### src/rtl/sdram_pixel_burst_writer.sv
// Pixel FIFO and fixed-length write-burst packer feeding the DDR SDRAM controller local interface.
// Optional drop counter enabled by defining SDRAM_WR_DROP_COUNT_EN.
module sdram_pixel_burst_writer #(
  parameter int unsigned BURST_LEN   = 4,
  parameter int unsigned FIFO_DEPTH  = 16,
  parameter int unsigned FRAME_WORDS = 76800,
  parameter logic [22:0] BASE_ADDR   = 23'd0
) (
  input  logic                            clk,
  input  logic                            reset,
  input  logic [15:0]                     pix_data,
  input  logic                            pix_valid,
  input  logic                            pix_sof,
  input  logic                            local_init_done,
  input  logic                            local_ready,
  output logic                            local_write_req,
  output logic                            local_burstbegin,
  output logic [2:0]                      local_size,
  output logic [22:0]                     local_address,
  output logic [1:0]                      local_be,
  output logic [15:0]                     local_wdata,
  output logic [$clog2(FIFO_DEPTH):0]     fifo_level,
  output logic                            overflow,
  output logic                            sof_misalign,
  output logic [15:0]                     drop_count
);

  localparam int unsigned AW = $clog2(FIFO_DEPTH);
  localparam int unsigned LW = AW + 1;
  localparam int unsigned BW = (BURST_LEN > 1) ? $clog2(BURST_LEN) : 1;

  typedef enum logic {IDLE, BURST} state_t;

  state_t          state, state_nxt;
  logic [16:0]     mem [FIFO_DEPTH];
  logic [AW-1:0]   wr_ptr, rd_ptr;
  logic [LW-1:0]   count;
  logic [16:0]     head;
  logic            full, push, pop, accept, last_beat, start;
  logic [22:0]     offset, offset_eff, offset_inc;
  logic [BW-1:0]   beat_cnt;
  logic            first_pending;

  assign head       = mem[rd_ptr];
  assign full       = (count == LW'(FIFO_DEPTH));
  assign push       = pix_valid && !full;
  assign accept     = (state == BURST) && local_ready;
  assign pop        = accept;
  assign last_beat  = accept && (beat_cnt == BW'(BURST_LEN - 1));
  assign start      = (state == IDLE) && local_init_done && (count >= LW'(BURST_LEN));
  // A SOF tag at the burst head restarts the frame at offset 0.
  assign offset_eff = head[16] ? '0 : offset;
  assign offset_inc = offset + 23'(BURST_LEN);
  assign fifo_level = count;
  assign local_size = 3'(BURST_LEN);

  always_ff @(posedge clk or posedge reset) begin
    if (reset) state <= IDLE;
    else       state <= state_nxt;
  end

  always_comb begin
    state_nxt        = state;
    local_write_req  = 1'b0;
    local_burstbegin = 1'b0;
    local_be         = 2'b00;
    local_wdata      = '0;
    case (state)
      IDLE: if (start) state_nxt = BURST;
      BURST: begin
        local_write_req  = 1'b1;
        local_burstbegin = first_pending;
        local_be         = 2'b11;
        local_wdata      = head[15:0];
        if (last_beat) state_nxt = IDLE;
      end
      default: state_nxt = IDLE;
    endcase
  end

  always_ff @(posedge clk) begin
    if (push) mem[wr_ptr] <= {pix_sof, pix_data};
  end

  always_ff @(posedge clk or posedge reset) begin
    if (reset) begin
      wr_ptr        <= '0;
      rd_ptr        <= '0;
      count         <= '0;
      offset        <= '0;
      local_address <= BASE_ADDR;
      beat_cnt      <= '0;
      first_pending <= 1'b0;
      overflow      <= 1'b0;
      sof_misalign  <= 1'b0;
    end else begin
      if (push) wr_ptr <= wr_ptr + 1'b1;
      if (pop)  rd_ptr <= rd_ptr + 1'b1;
      count <= count + LW'(push) - LW'(pop);
      if (pix_valid && full) overflow <= 1'b1;
      if (start) begin
        offset        <= offset_eff;
        local_address <= BASE_ADDR + offset_eff;
        beat_cnt      <= '0;
        first_pending <= 1'b1;
      end
      if (accept) begin
        first_pending <= 1'b0;
        beat_cnt      <= beat_cnt + 1'b1;
        if (head[16] && (beat_cnt != '0)) sof_misalign <= 1'b1;
        if (last_beat) begin
          beat_cnt <= '0;
          offset   <= (offset_inc == 23'(FRAME_WORDS)) ? '0 : offset_inc;
        end
      end
    end
  end

`ifdef SDRAM_WR_DROP_COUNT_EN
  logic [15:0] drop_cnt_q;

  always_ff @(posedge clk or posedge reset) begin
    if (reset)                                         drop_cnt_q <= '0;
    else if (pix_valid && full && (drop_cnt_q != '1)) drop_cnt_q <= drop_cnt_q + 16'd1;
  end

  assign drop_count = drop_cnt_q;
`else
  assign drop_count = '0;
`endif

endmodule
### config.mk
export PLATFORM = sky130hd
export DESIGN_NAME = sdram_pixel_burst_writer
export DESIGN_NICKNAME = d
export VERILOG_FILES = /design/src/rtl/sdram_pixel_burst_writer.sv
export SDC_FILE = /design/constraint.sdc
export NUM_CORES = 1
export LEC_CHECK = 0
export ABC_AREA = 0
export BUFFER_PORTS_ARGS = -buffer_cell sky130_fd_sc_hd__buf_2
export CAP_MARGIN = 0
export CORE_MARGIN = 2
export CORE_UTILIZATION = 51
export DETAILED_ROUTE_END_ITERATION = 10
export PLACE_DENSITY = 0.69
export RECOVER_POWER = 25
export SYNTH_ARGS = -nofsm -noshare
export SYNTH_HDL_FRONTEND = slang
export SYNTH_SLANG_ARGS = --single-unit
### constraint.sdc
create_clock -name clk -period 9.2 [get_ports clk]
set_input_delay 0 -clock clk [delete_from_list [all_inputs] [get_ports clk]]
set_output_delay 0 -clock clk [all_outputs]
set_load 0.01 [all_outputs]
==> results.py, run 1 <==
metrics = {
    "synth": {
        "yosysTopAreaCellShare": 0.586,
        "syn_area_per_cell_um2": 17.8,
        "seq_area_frac_synth": 0.702,
        "synth_most_common_cell": "edfxtp_1",
        "ys_warn_count": 0,
        "synth.area.top_cells": "edfxtp_1 (59%), mux4_2 (13%), dfrtp_1 (12%), a22o_1 (1.4%), ha_1 (1.4%)",
        "synth_cell_types": 52,
        "synth_common_cells": "edfxtp_1 (272), mux4_2 (82), dfrtp_1 (65), and2_1 (29), nand2_1 (28)",
        "syn-instance-count": 785,
        "synthArstFlopShare": 0.193,
        "synth_edf_count": 272,
        "synth_area_leader_cell": "edfxtp_1",
        "ys_ff_latch": 337,
        "synth_area_um2": 13900,
        "synth_flop_cell": "edfxtp_1",
    },
    "power_and_ir_drop": {
        "power_frac_seq": 0.434,
        "p_per_area_nw_per_um2": 288,
        "intPower_mw": 3.21,
        "p_sw_frac": 0.297,
        "p_comb_frac": 0.278,
        "leakage_nw": 5.66,
        "irDropWorstVdd_mv": 0.231,
        "power_switching_mw": 1.36,
        "power_frac_clock": 0.288,
        "finalPower_mw": 4.57,
    },
    "sta": {
        "max_slew_margin": 0.164,
        "setup_viol": 0,
        "fin_crit_sh": 0.387,
        "worst_slew_pin_slew_ps": 1250,
        "skew_ps": 12.8,
        "rsz0062_at_grt": "false",
        "final-hold-violation-count": 0,
        "final_max_slew_viol_count": 0,
        "finalSetupTns_ps": 0,
        "period_needed_ps": 3560,
        "postLayoutSetupSlackWorst_ps": 5640,
        "fmax_mhz": 281,
    },
    "final_layout": {
        "nets": 925,
        "num_antenna_cells": 0,
        "finish.utilization": 0.591,
        "area_growth_pct": 14.0,
        "final_cell_area_um2": 15900,
        "drive_above_1_share": 0.249,
    },
    "setup_path": {
        "path_class": "reg2out",
        "worstSetupStartpointType": "flop",
        "cp-end-kind": "output pin",
        "r2r_setup_slack_ps": 5730,
        "critPathRequiredTime_ps": 9200,
        "r2r-end": "local_address[15]",
        "critical_path.max_fanout": 54,
        "critPathArrivalTime_ps": 3560,
        "r2r_start": "rd_ptr[1]",
        "ff2ff_path_depth": 8,
    },
    "route": {
        "ant_nets": 0,
        "drc": 0,
        "dr.pass1.iters": 5,
        "wl_per_cell_um": 23.2,
        "vias": 7359,
        "routed_wirelength_um": 29000,
        "drtIter0Drc": 675,
        "viasPerCell": 5.88,
    },
    "hold_path": {
        "holdCritPathClass": "in2reg",
        "whs_endpoint": "state",
        "holdCritStartpoint": "local_init_done",
        "min_path_cells": 5,
    },
    "grt": {
        "grt_pass1_vias": 7392,
        "grt_start_max_net_pins": 66,
        "grt_pass1_wl_um": 44300,
        "antenna_found_initial": 0,
        "track_usage": 0.207,
        "gr-total-overflow": 0,
    },
    "clock_network": {
        "clock-sinks": 337,
        "cts_tree": "done",
        "numCtsBuffers": 35,
        "clock_path_buffers": 3,
        "clk_pin_slew_ps": 60,
        "clk_latency_ps": 510,
        "cts_root_buf": "clkbuf_16",
        "cts-resized-gates": 0,
        "htreeDepth": 2,
    },
    "floorplanning": {
        "die-area_um2": 28700,
        "fp-row-count": 60,
        "die-width_um": 169,
        "ios": 91,
        "fp.coreArea_um2": 26900,
        "start_util": 0.519,
        "fp.dieH_um": 169,
    },
    "place": {
        "gp_routability_congestion": 0.791,
        "post-place-ws_ps": 5790,
        "place_area_um2": 14700,
        "dp_hpwl_um": 15800,
        "portBuffers": 71,
    },
    "run": {
        "maxCapViolCount": 0,
    },
    "outcome": {
        "status": "finished clean",
    },
}
[area by class of cell]
cell class | instances | area (µm²)
Clock inverter | 17 | 146
Tap cell | 341 | 427
Inverter | 27 | 101
Sequential cell | 337 | 9800
Clock buffer | 44 | 910
Timing Repair Buffer | 114 | 711
Fill cell | 1967 | 11000
Multi-Input combinational cell | 371 | 3800
[state kept, by name, summed over array words and instances, names as in the netlist]
| signal | count |
|---|---|
| overflow | 1 |
| beat_cnt | 2 |
| state | 1 |
| rd_ptr | 4 |
| wr_ptr | 4 |
| mem | 272 |
| local_address | 23 |
| offset | 23 |
| first_pending | 1 |
| fifo_level | 5 |
| sof_misalign | 1 |
[stage by stage]
stage	hold WS, ps	std cells
detailed placement	286	1170
global route	250	1251
global placement	268	1170
CTS	172	1251
finish	185	1251
floorplan	98.9	802
[cell usage in the layout, fill, tap and decap left out, types with 19 or more instances in the layout]
cell | synthesis | routed
a22o_1 | 23 | 23
and2_1 | 29 | 29
buf_2 | 11 | 57
buf_4 | 23 | 23
clkbuf_1 | 26 | 23
clkbuf_16 | 0 | 35
conb_1 | 2 | 19
dfrtp_1 | 65 | 63
dlygate4sd3_1 | 0 | 20
edfxtp_1 | 272 | 272
inv_1 | 26 | 25
mux4_2 | 82 | 82
nand2_1 | 28 | 28
nor2_1 | 25 | 21
[critical path, cell delays in order, from the launching register on]
cell     delay [ps]
dfrtp_4         660
buf_4           900
mux4_2          600
mux4_2          470
and2_1          210
buf_2           150
[worst max-delay path by stage]
stage / slack [ps] / startpoint / end / depth (start not counted)
floorplan: 5860 / fifo_level[2] / mem[0][0] / 7
global placement: 5820 / rd_ptr[1] / local_address[8] / 8
detailed placement: 5790 / rd_ptr[1] / local_address[15] / 8
CTS: 5530 / rd_ptr[0] / local_wdata[6] / 5
global route: 5370 / rd_ptr[0] / local_wdata[10] / 5
finish: 5640 / rd_ptr[0] / local_wdata[10] / 5
[power by group through the flow]
| stage | clock network (mW) | logic (mW) | registers (mW) |
|---|---|---|---|
| global route | 1.40 | 1.37 | 2.01 |
| finish | 1.32 | 1.27 | 1.98 |
| global placement | 0 | 1.26 | 2.01 |
| CTS | 1.34 | 1.29 | 1.99 |
| detailed placement | 0 | 1.28 | 2.02 |
| floorplan | 0 | 0.967 | 1.92 |
[cell families after synthesis]
logic type	Yosys count	share of synthesized area
and+or+nand+nor	146	0.0576
AOI/OAI and AO/OA	77	0.0389
other	2	0.000539
buffers and inverters	94	0.0325
DFF	337	0.702
adders and majority gates	17	0.0158
muxes	87	0.136
xor gates and xnor gates	25	0.0162
[what timing repair did]
item | in CTS | in global routing
hold buffers | 20 | 0
buffers inserted | 0 | 0
hold endpoints to repair | 342 | 0
setup endpoints to repair | 0 | 0
[layer usage]
layer  vias up  GRT usage  wire [µm]
met5         -          0          0
met4         0     0.0483        444
met3        37     0.0345       1830
met2       249      0.350      14800
met1      3828      0.287      11900
li1       3245          -          -
(Power assumes the default switching activity.)
==> run 2, diff against run 1 <==
ABC_AREA = 1   (was 0)
clock period = 3.4 ns   (was 9.2 ns; I/O delays follow)
==> run 2 against run 1 <==
  * Power grew to 2.9 times the previous value
  * Critical path type unchanged
  * Synthesized cell count is 61% higher
  * Routed wire length is 15% higher
  * Highest routed layer unchanged
  * Combinational power grew to 3.3 times the previous value
  * Flip-flop and latch count stayed put
  * Critical path depth is 2 higher
  * Worst hold slack worse by 120 ps
  * First-iteration DRC count is 44% higher
==> results.py, run 2 <==
metrics = {
    "sta": {
        "final-hold-violation-count": 0,
        "worst_slew_pin_slew_ps": 976,
        "setup_viol": 0,
        "rsz0062_at_grt": "false",
        "finalSetupTns_ps": 0,
        "fin_crit_sh": 0.929,
        "max_slew_margin": 0.349,
        "skew_ps": 20.0,
        "whs_ps": 62.0,
        "fmax_mhz": 317,
        "period_needed_ps": 3160,
        "final_max_slew_viol_count": 0,
    },
    "setup_path": {
        "crit_chain": "inv_4 > buf_4 > o21ai_0 > o221ai_1 > nand3_1 > a21oi_1 > buf_2",
        "critPathRequiredTime_ps": 3400,
        "critPathMaxStageDelay_ps": 680,
        "path_class": "reg2out",
        "worstSetupStartpointType": "flop",
        "cpMaxStageDelayCell": "dfrtp_4",
        "critPathArrivalTime_ps": 3160,
        "cp-end-kind": "output pin",
        "critical_path.max_fanout": 60,
    },
    "final_layout": {
        "drive_above_1_share": 0.138,
        "layout_common_cells": "edfxtp_1 (272), nor2_1 (192), nand2_1 (176)",
        "biggestRegsByFlops": "mem (272), local_address (23), offset (23)",
        "finalNonFillerCells": 1761,
        "finish.utilization": 0.590,
        "nets": 1395,
        "largest_register_ffs": 272,
        "area_growth_pct": 14.0,
        "regMostFlops": "mem",
        "final_common_cell": "edfxtp_1",
    },
    "floorplanning": {
        "die-width_um": 172,
        "fp-row-count": 61,
        "die-area_um2": 29500,
        "ios": 91,
        "fp.coreArea_um2": 27800,
        "fp.dieH_um": 172,
        "start_util": 0.517,
    },
    "grt": {
        "globalRoute.busiestLayer": "met2",
        "grt_util_met1": 0.339,
        "gr-total-overflow": 0,
        "grt_pass1_wl_um": 51800,
        "antenna_found_initial": 0,
        "grtUsageMet3": 0.0355,
        "met2_usage": 0.356,
        "grt_start_max_net_pins": 67,
        "track_usage": 0.229,
        "grt_pass1_vias": 9398,
    },
    "synth": {
        "synth_cell_types": 39,
        "synth_edf_count": 272,
        "seq_area_frac_synth": 0.681,
        "synth_flop_cell": "edfxtp_1",
        "synth_area_leader_cell": "edfxtp_1",
        "ys_ff_latch": 337,
        "synthArstFlopShare": 0.193,
        "yosysTopAreaCellShare": 0.568,
        "synth_area_um2": 14400,
        "syn_area_per_cell_um2": 11.4,
        "synth_common_cells": "edfxtp_1 (272), nor2_1 (208), nand2_1 (176), o21ai_0 (137), nand3_1 (73)",
        "synth_most_common_cell": "edfxtp_1",
        "synth.area.top_cells": "edfxtp_1 (57%), dfrtp_1 (11%), nor2_1 (5.4%), o21ai_0 (4.8%), nand2_1 (4.6%)",
        "ys_warn_count": 0,
        "syn-instance-count": 1263,
    },
    "power_and_ir_drop": {
        "finalPower_mw": 13.1,
        "p_per_area_nw_per_um2": 801,
        "irDropWorstVdd_mv": 0.478,
        "leakage_nw": 6.14,
    },
    "clock_network": {
        "cts-resized-gates": 0,
        "clk_pin_slew_ps": 60,
        "clock-sinks": 337,
        "cts_setup_buffers": 0,
        "cts_root_buf": "clkbuf_16",
        "ctsHoldBuffers": 20,
        "htreeDepth": 2,
        "numCtsBuffers": 35,
        "clk_latency_ps": 510,
        "clock_path_buffers": 3,
        "cts_tree": "done",
    },
    "route": {
        "viasPerCell": 5.60,
        "routed_wirelength_um": 33300,
        "dr.pass1.iters": 6,
        "ant_nets": 0,
        "vias": 9869,
        "drc": 0,
        "wl_per_cell_um": 18.9,
        "drtIter0Drc": 969,
    },
    "place": {
        "gp_routability_congestion": 0.864,
        "dp.cells": 1677,
        "dp_hpwl_um": 19700,
        "portBuffers": 71,
    },
    "run": {
        "maxCapViolCount": 0,
    },
    "hold_path": {
        "holdCritPathClass": "in2reg",
    },
    "outcome": {
        "status": "finished clean",
    },
}
[run 2: cell types whose count changed after synthesis, sizes merged, moves of 23 or more]
| cell | previous run | this run |
|---|---|---|
| mux4 | 82 | 0 |
| o22ai | 4 | 32 |
| nand3 | 14 | 75 |
| inv | 27 | 56 |
| a22o | 23 | 0 |
| nand2 | 28 | 183 |
| nor2 | 25 | 218 |
| o221ai | 0 | 25 |
| o21ai | 9 | 140 |
| and2 | 29 | 1 |
[run 2: final timing paths]
check	start	endpoint	slack [ps]	cells after the start
max	rd_ptr[0]	local_wdata[9]	240	7
max reg2reg	rd_ptr[0]	local_address[5]	830	10
min reg2reg	overflow	overflow	470	1
min in group asynchronous	reset	local_address[4]	260	3
min	local_ready	rd_ptr[0]	60	3
max in group asynchronous	reset	offset[11]	2300	4
[run 2: layout make-up]
type / count / area (µm²)
clock inverters: 24 / 180
flip-flops and latches: 337 / 9800
clock buffers: 39 / 912
repair buffers: 126 / 801
multi-input cells: 798 / 4010
well taps: 378 / 473
inverters: 58 / 220
diodes: 1 / 2.50
fillers: 2284 / 11400
[run 2: logic make-up (layout without fill, tap and decap cells)]
logic type	Yosys count	count (layout)	synth area share
fa+ha+maj	17	17	0.0153
xor+xnor	11	11	0.00670
buf+inv	145	247	0.0473
simple gates	499	499	0.146
other cells	2	20	0.000522
flops	337	337	0.681
compound gates	252	252	0.102
[run 2: report_power, final]
part / switching, mW / total (mW) / internal, mW / leakage (nW)
Clock: 1.55 / 3.65 / 2.09 / 0.532
Combinational: 2.85 / 4.15 / 1.31 / 2.30
Sequential: 0.350 / 5.33 / 4.98 / 3.30
[run 2: metal layers]
layer	part of all wire	routed length, µm	vias to the layer above
met1	0.44	14700	4793
met3	0.076	2530	45
met5	0	0	-
met2	0.47	15500	413
met4	0.017	551	0
li1	-	-	4618
[run 2: through the flow]
stage	setup slack, ps	area (µm²)
final	241	16400
after global routing	73.5	16400
after floorplan	760	14400
after detailed placement	835	15100
after CTS	294	16400
after global placement	914	15100
[run 2: worst max-delay path: cells and delay by family, from the launching register on]
kind / cells / cell delay (ps)
AOI/OAI and AO/OA: 3 / 660
buffers and inverters: 3 / 1110
and+or+nand+nor: 1 / 140
DFF: 1 / 680
